$ cat src/rtl/store_be_unit.sv
// Store byte-enable unit: turns a right-justified store into one or two lane-aligned bus write beats.
// Misaligned stores are split or realigned, or rejected with an error pulse.
`ifndef DM_sb
`define DM_sb 4'd1
`endif
`ifndef DM_sh
`define DM_sh 4'd2
`endif
`ifndef DM_sw
`define DM_sw 4'd3
`endif
`ifndef DM_sd
`define DM_sd 4'd4
`endif

module store_be_unit #(
  parameter int unsigned DATA_W         = 32,
  parameter int unsigned ADDR_W         = 32,
  parameter int unsigned ALLOW_MISALIGN = 1
) (
  input  logic                  clk,
  input  logic                  reset,
  input  logic                  req_valid,
  output logic                  req_ready,
  input  logic [ADDR_W-1:0]     req_addr,
  input  logic [3:0]            req_op,
  input  logic [DATA_W-1:0]     req_data,
  output logic                  bus_valid,
  input  logic                  bus_ready,
  output logic [ADDR_W-1:0]     bus_addr,
  output logic [DATA_W/8-1:0]   bus_byteen,
  output logic [DATA_W-1:0]     bus_wdata,
  output logic                  err_valid,
  output logic [1:0]            err_code,
  output logic [15:0]           beat_cnt
);

  localparam int unsigned B    = DATA_W / 8;
  localparam int unsigned LG   = $clog2(B);
  localparam int unsigned SZ_W = 4;

  typedef enum logic [1:0] {
    S_IDLE  = 2'd0,
    S_BEAT0 = 2'd1,
    S_BEAT1 = 2'd2,
    S_ERR   = 2'd3
  } state_t;

  state_t              state_q, state_d;
  logic                bus_valid_q, bus_valid_d;
  logic [ADDR_W-1:0]   bus_addr_q, bus_addr_d;
  logic [B-1:0]        bus_be_q, bus_be_d;
  logic [DATA_W-1:0]   bus_wdata_q, bus_wdata_d;
  logic                err_valid_q, err_valid_d;
  logic [1:0]          err_code_q, err_code_d;
  logic [15:0]         beat_cnt_q, beat_cnt_d;
  logic                crossing_q, crossing_d;
  logic [B-1:0]        be1_q, be1_d;
  logic [DATA_W-1:0]   wdata1_q, wdata1_d;

  logic [SZ_W-1:0]     size_c;
  logic                illegal_c;
  logic                misalign_c;
  logic                crossing_c;
  logic [LG-1:0]       off_c;
  logic [B-1:0]        lane_mask_c;
  logic [2*B-1:0]      be_wide_c;
  logic [2*DATA_W-1:0] data_wide_c;
  logic [ADDR_W-1:0]   base_addr_c;

  // Request decode: size, legality, and both beats' lanes as one double-width shift.
  always_comb begin
    case (req_op)
      `DM_sb:  size_c = 4'd1;
      `DM_sh:  size_c = 4'd2;
      `DM_sw:  size_c = 4'd4;
      `DM_sd:  size_c = (DATA_W == 64) ? 4'd8 : 4'd0;
      default: size_c = 4'd0;
    endcase
    illegal_c   = (size_c == 4'd0);
    misalign_c  = |(req_addr[3:0] & (size_c - 4'd1));
    off_c       = req_addr[LG-1:0];
    base_addr_c = req_addr & ~ADDR_W'(B - 1);
    lane_mask_c = '0;
    data_wide_c = '0;
    for (int unsigned i = 0; i < B; i++) begin
      if (SZ_W'(i) < size_c) begin
        lane_mask_c[i]        = 1'b1;
        data_wide_c[8*i +: 8] = req_data[8*i +: 8];
      end
    end
    be_wide_c   = {{B{1'b0}}, lane_mask_c} << off_c;
    data_wide_c = data_wide_c << {off_c, 3'b000};
    crossing_c  = |be_wide_c[2*B-1:B];
  end

  // Next state and next registered outputs.
  always_comb begin
    state_d     = state_q;
    bus_valid_d = bus_valid_q;
    bus_addr_d  = bus_addr_q;
    bus_be_d    = bus_be_q;
    bus_wdata_d = bus_wdata_q;
    err_valid_d = 1'b0;
    err_code_d  = 2'b00;
    crossing_d  = crossing_q;
    be1_d       = be1_q;
    wdata1_d    = wdata1_q;
    beat_cnt_d  = beat_cnt_q;

    if (bus_valid_q && bus_ready && (beat_cnt_q != 16'hFFFF)) begin
      beat_cnt_d = beat_cnt_q + 16'd1;
    end

    case (state_q)
      S_IDLE: begin
        if (req_valid) begin
          if (illegal_c) begin
            state_d     = S_ERR;
            err_valid_d = 1'b1;
            err_code_d  = 2'b01;
          end else if (misalign_c && (ALLOW_MISALIGN == 0)) begin
            state_d     = S_ERR;
            err_valid_d = 1'b1;
            err_code_d  = 2'b10;
          end else begin
            state_d     = S_BEAT0;
            bus_valid_d = 1'b1;
            bus_addr_d  = base_addr_c;
            bus_be_d    = be_wide_c[B-1:0];
            bus_wdata_d = data_wide_c[DATA_W-1:0];
            crossing_d  = crossing_c;
            be1_d       = be_wide_c[2*B-1:B];
            wdata1_d    = data_wide_c[2*DATA_W-1:DATA_W];
          end
        end
      end
      S_BEAT0: begin
        if (bus_ready) begin
          if (crossing_q) begin
            state_d     = S_BEAT1;
            bus_addr_d  = bus_addr_q + ADDR_W'(B);
            bus_be_d    = be1_q;
            bus_wdata_d = wdata1_q;
          end else begin
            state_d     = S_IDLE;
            bus_valid_d = 1'b0;
            bus_addr_d  = '0;
            bus_be_d    = '0;
            bus_wdata_d = '0;
          end
        end
      end
      S_BEAT1: begin
        if (bus_ready) begin
          state_d     = S_IDLE;
          bus_valid_d = 1'b0;
          bus_addr_d  = '0;
          bus_be_d    = '0;
          bus_wdata_d = '0;
        end
      end
      default: begin
        state_d = S_IDLE;
      end
    endcase
  end

  always_ff @(posedge clk or negedge reset) begin
    if (!reset) begin
      state_q     <= S_IDLE;
      bus_valid_q <= 1'b0;
      bus_addr_q  <= '0;
      bus_be_q    <= '0;
      bus_wdata_q <= '0;
      err_valid_q <= 1'b0;
      err_code_q  <= 2'b00;
      beat_cnt_q  <= '0;
      crossing_q  <= 1'b0;
      be1_q       <= '0;
      wdata1_q    <= '0;
    end else begin
      state_q     <= state_d;
      bus_valid_q <= bus_valid_d;
      bus_addr_q  <= bus_addr_d;
      bus_be_q    <= bus_be_d;
      bus_wdata_q <= bus_wdata_d;
      err_valid_q <= err_valid_d;
      err_code_q  <= err_code_d;
      beat_cnt_q  <= beat_cnt_d;
      crossing_q  <= crossing_d;
      be1_q       <= be1_d;
      wdata1_q    <= wdata1_d;
    end
  end

  // Ready is a state decode gated by reset so it reads 1 in the very first cycle after release.
  assign req_ready  = reset && (state_q == S_IDLE);
  assign bus_valid  = bus_valid_q;
  assign bus_addr   = bus_addr_q;
  assign bus_byteen = bus_be_q;
  assign bus_wdata  = bus_wdata_q;
  assign err_valid  = err_valid_q;
  assign err_code   = err_code_q;
  assign beat_cnt   = beat_cnt_q;

endmodule

$ cat config.mk
export PLATFORM = sky130hd
export DESIGN_NAME = store_be_unit
export DESIGN_NICKNAME = d
export VERILOG_FILES = /design/src/rtl/store_be_unit.sv
export SDC_FILE = /design/constraint.sdc
export NUM_CORES = 1
export LEC_CHECK = 0
export CAP_MARGIN = 40
export CORE_UTILIZATION = 49
export DETAILED_ROUTE_END_ITERATION = 6
export PLACE_DENSITY = 0.85
export SKIP_LAST_GASP = 1
export SLEW_MARGIN = 10
export SYNTH_ARGS = -nofsm -noshare
export SYNTH_HDL_FRONTEND = slang
export SYNTH_SLANG_ARGS = --single-unit
$ cat constraint.sdc
create_clock -name clk -period 2.5 [get_ports clk]
set_clock_uncertainty 0.05 [all_clocks]
set_input_delay 0.375 -clock clk [delete_from_list [all_inputs] [get_ports clk]]
set_output_delay 0.375 -clock clk [all_outputs]
set_load 0.01 [all_outputs]
* After elaboration in Yosys (flattened, before gate mapping) *
Cells that the tools add are included.

storage, ports and cells
  latch bits = 0
  input port bits = 72
  memories kept = 0
  word-level logic and storage cells = 86
  register bits after elaboration = 127
  output and inout port bits = 89
  RAM bits = 0
  bits in read-only memories = 0

cells by class
  eq/ne operators = 11
  reduce and logical (&&, ||, !) cells = 11
  $add $sub $neg = 2
  divide/modulo/power cells = 0
  $lt $le $gt $ge = 4
  $mul = 0
  multiplexer cells = 44
  bitwise gates (word level) = 1
  shifts and indexed selects = 2

operator list
  cell                                                 number
  2-to-1 mux 32 bit                                    9
  one-hot mux 32 bit (3 select lines)                  2
  << shifter 32 x 5 -> 64 bit                          1
  adder 32 x 3 -> 32 bit, second input constant        1
  2-to-1 mux 8 bit                                     4
  2-to-1 mux 4 bit                                     5
  adder 16 x 1 -> 16 bit, second input constant        1
  inequality test 16 bit, second input constant        1
  2-to-1 mux 1 bit                                     15
  one-hot mux 4 bit (3 select lines)                   1
  2-to-1 mux 2 bit                                     5
  inequality test 2 bit, second input constant         5
  one-hot mux 3 bit (3 select lines)                   1
  equality test 4 x 2 -> 1 bit, second input constant  2
  < comparator 1 x 4 -> 1 bit, first input constant    2
  < comparator 2 x 4 -> 1 bit, first input constant    2
  << shifter 4 x 2 -> 8 bit                            1
  one-hot mux 2 bit (3 select lines)                   1
  AND reduction 3 bit                                  2
  AND reduction 6 bit                                  1
  AND reduction 5 bit                                  1
  equality test 4 x 1 -> 1 bit, second input constant  1
  logical NOT 4 bit                                    1
  OR reduction 4 bit                                   1
  other kinds (7)                                      9

* Depth between registers and ports, before layout *
  depth after elaboration = 8
  mapped depth = 10
  mapped depth without buffers = 7

* Worst setup path after synthesis *
No wires, ideal clock.

  kind = register to register
  start point = register state_q[0]
  end point = register bus_wdata_q[11], in the netlist bus_wdata[11]
  setup slack = 449 ps
  period minus slack after synthesis = 2051 ps
  arrival = 1875 ps
  stages on the path, launching flop included = 10
  required time = 2324 ps
  setup time = 126 ps
  buffers on the path = 3
  path through = dfrtp_1 ha_1 o21bai_2 nor2b_1 nand2_1 buf_4 buf_4 buf_2 a221oi_1 nor2_1

between the ends
  word-level cells in the longest chain between the ends = 3
  elaborated cells on any way between the ends = 10
  those cells by class = eq/ne: 6; mux: 1; reduce/logical: 3

RTL lines
  element                                                                RTL line  RTL
  from (decl)                                                            49        state_t state_q, state_d;
  from (signal assigned)                                                 183       state_q <= state_d;
  equality test 2 x 1 -> 1 bit (tied with other cells)                   115       case (state_q)
  inequality test 2 bit (no line) or nonzero test 3 bit (tied branches)  --
  AND reduction 5 bit (no line)                                          --
  to (signal assigned)                                                   187       bus_wdata_q <= bus_wdata_d;
  to (decl)                                                              53        logic [DATA_W-1:0] bus_wdata_q, bus_wdata_d;

Several ways; a longest one is shown, not always the timed one.
A chain may end at the register's enable or synchronous reset.

* Worst setup path after layout *
  start point = register state_q[1]
  end point = register bus_addr_q[30], in the netlist bus_addr[30]

between the ends
  word-level cells in the longest chain between the ends = 3
  elaborated cells on any way between the ends = 10
  those cells by class = eq/ne: 6; mux: 1; reduce/logical: 3

RTL lines
  element                                                                RTL line  RTL
  equality test 2 x 1 -> 1 bit (tied with other cells)                   115
  inequality test 2 bit (no line) or nonzero test 3 bit (tied branches)  --
  AND reduction 5 bit (no line)                                          --
  to (signal assigned)                                                   185       bus_addr_q <= bus_addr_d;
  to (decl)                                                              51        logic [ADDR_W-1:0] bus_addr_q, bus_addr_d;

Several ways; a longest one is shown, not always the timed one.

==> flow_metrics.env <==
export IMPL_status="finished with violations"
export IMPL_failed_checks="design-rule violations"
export IMPL_maxCapViolations=0
export IMPL_initial_core_util_pct=50.5
export IMPL_area_growth_pct=41.3
export IMPL_fin_setup_tns_ps=0
export IMPL_p_comb_share_pct=42.7
export IMPL_final_antenna_net_count=0
export IMPL_die_area_sq_mm=0.0128
export IMPL_power_mw=9.47
export IMPL_yosys_register_bits=114
export IMPL_diodes=0
export IMPL_wirelength_um=19700
export IMPL_r2r_cells=8
export IMPL_cp_arrival_ps=2650
export IMPL_post_cts_resized=0
export IMPL_use_met3_pct=5.73
export IMPL_cts_hold_buf=0
export IMPL_dieWidth_um=113
export IMPL_avgSynthCellArea_sq_um=9.56
export IMPL_rsz0062_at_grt="false"
export IMPL_gr_total_overflow=0
export IMPL_clock_fmax_ghz=0.425
export IMPL_top_usage_layer="met2"
export IMPL_clkPwrFrac_pct=26.6
export IMPL_synth_edf_count=0
export IMPL_drc=5
export IMPL_worstMarginPinSlew_ps=630
export IMPL_dr_pass1_iters=7
export IMPL_min_path_type="input pin to asynchronous set/reset pin"
export IMPL_critPathMaxFanout=28
export IMPL_critPathKind="flip-flop to flip-flop"
export IMPL_drt_iter0_drc=736
export IMPL_clkLatencyLatePin_ps=420
export IMPL_grt_pass1_wl_um=31400
export IMPL_vias=6089
export IMPL_rows=40
export IMPL_ir_drop_mv=0.557
export IMPL_clock_path_buffers=2
export IMPL_r2r_end="bus_addr[30]"
export IMPL_dpl_hpwl_um=13600
export IMPL_antenna_found_initial=0
export IMPL_path_clk_slew_ps=50
export IMPL_track_usage_pct=31.7
export IMPL_ys_seq_area_share_pct=47.1
export IMPL_htree_num_levels=4
export IMPL_tritoncts="yes"
export IMPL_postCtsSetupRepairBufs=0
export IMPL_yosys_area_top_type="dfrtp_1"
export IMPL_grt_util_met2_pct=50.7
export IMPL_wire_per_inst_um=20.5
export IMPL_io_pins=161
export IMPL_syn_area_sq_mm=0.00606
export IMPL_ys_types=60
export IMPL_numCtsBuffers=17
export IMPL_synth_area_leaders="dfrtp_1 47%, a22o_1 4.3%, o21ai_0 3.8%"
export IMPL_timing_rr_start="state_q[1]"
export IMPL_grt_pass1_vias=5950
export IMPL_grt_max_degree=115
export IMPL_synth_top_area_share_pct=47.1
export IMPL_via_per_inst=6.34
export IMPL_finalCritPeriodShare_pct=94.0
export IMPL_ys_warn_count=0
export IMPL_drive_above_1_share_pct=10.8
export IMPL_reg2reg_slack_ps=150
export IMPL_p_per_area_mw_per_mm2=1110
export IMPL_async_reset_ff_share_pct=100
export IMPL_hold_violations=0
export IMPL_root_buffer="clkbuf_16"
export IMPL_use_met1_pct=42.8
export IMPL_io_buffers=157
export IMPL_cp_end_kind="flip-flop"
export IMPL_setup_viol=0
export IMPL_layout_commonest_cell="clkdlybuf4s50_1"
export IMPL_fin_crit_ps=2350
export IMPL_layout_common_cells="156 x clkdlybuf4s50_1, 114 x dfrtp_1, 60 x nor2_1, 59 x nand2_1, 46 x o21ai_0"
export IMPL_p_switching_mw=3.50
export IMPL_core_sq_mm=0.0120
export IMPL_drv_slew=0
export IMPL_sequentialPowerShare_pct=30.7
export IMPL_p_int_mw=5.97
export IMPL_synth_main_ff_cell="dfrtp_1"
export IMPL_slew_headroom_pct=57.9
export IMPL_gp_congestion=0.902
export IMPL_die_h_um=113
export IMPL_synthCells=634
export IMPL_start_kind="flip-flop"
export IMPL_switching_share_pct=36.9
export IMPL_cts_sinks=114
export IMPL_layout_nets=878
export IMPL_worstPathRequired_ps=2790
export IMPL_leakagePower_nw=3.66
-- layout make-up --
| type | instances | area [sq um] |
|---|---|---|
| Clock buffer | 22 | 484 |
| Fill cell | 894 | 3450 |
| Clock inverter | 10 | 130 |
| Timing Repair Buffer | 193 | 1900 |
| Tap cell | 147 | 184 |
| Sequential cell | 114 | 2850 |
| Inverter | 12 | 45.0 |
| Multi-Input combinational cell | 462 | 2970 |
-- sequential cells by signal, indices dropped and copies added, names as in the netlist, 2 cells and up --
name,flops
bus_wdata,32
bus_addr,30
wdata1_q,24
beat_cnt,16
bus_byteen,4
be1_q,3
state_q,2
-- per-stage QoR --
step                setup slack [ps]  instances  hold slack, ps  util, %  instance area [sq um]
global route                    24.1        960            93.4     71.3                   8560
CTS                              138        960            89.4     71.3                   8560
detailed placement               131        928             422     66.2                   7950
finish                           149        960            37.2     71.3                   8560
global placement                 136        928             411     66.2                   7950
floorplan                        449        636            29.4        -                   6070
-- metal layers --
metal,vias up,share of wire [%]
li1,2725,-
met3,46,8.0
met4,0,2.2
met2,361,48
met5,-,0
met1,2957,42
-- worst max path at each step --
stage / from / end / slack (ps) / cells past startpoint
floorplan: state_q[0] / bus_wdata[11] / 450 / 9
global placement: req_op[1] / bus_addr[28] / 140 / 6
detailed placement: req_op[1] / bus_addr[28] / 130 / 6
CTS: state_q[1] / bus_addr[30] / 140 / 8
global route: state_q[1] / bus_addr[30] / 20 / 8
finish: state_q[1] / bus_addr[30] / 150 / 8
-- power by group through the flow --
stage	clock, mW	sequential [mW]	combinational, mW
2_1_floorplan	0	2.99	1.90
3_3_place_gp	0	2.87	3.88
3_5_place_dp	0	2.91	4.00
4_1_cts	2.54	2.89	4.04
5_1_grt	2.62	2.96	4.37
6_report	2.52	2.90	4.05
-- worst max-delay path, stage by stage (launching register included) --
cell      delay, ps
dfrtp_1         390
inv_1           100
ha_1            300
o21bai_2        290
nor2b_2         260
nand2_2         120
buf_12          180
or4_1           500
nand3_1         100
-- logic make-up after synthesis --
kind of cell,count (synthesis),share of synthesized area (%)
AO/OA/AOI/OAI,192,23.3
XOR/XNOR,15,2.17
adder cells (fa/ha/maj),7,1.40
buffers and inverters,60,4.31
flip-flops,114,47.1
multiplexers,14,2.39
other,1,0.0619
AND/OR/NAND/NOR,231,19.3
-- synth_stat cells (6+ instances only) --
master and n:
dfrtp_1 114, nor2_1 61, nand2_1 60, o21ai_0 46
a22o_1 30, clkbuf_1 30, nand3_1 29, nand4_1 20
a21oi_1 17, a221oi_1 17, and3_1 14, a32oi_1 12
inv_1 12, buf_2 11, o2bb2ai_1 11, mux2i_1 10
a22oi_1 9, xor2_1 9, a31oi_1 8, a32o_1 7
nor3_1 7, or4_1 7, and4_1 6, buf_4 6
ha_1 6, xnor2_1 6
Power figures use the tool's default switching activity.
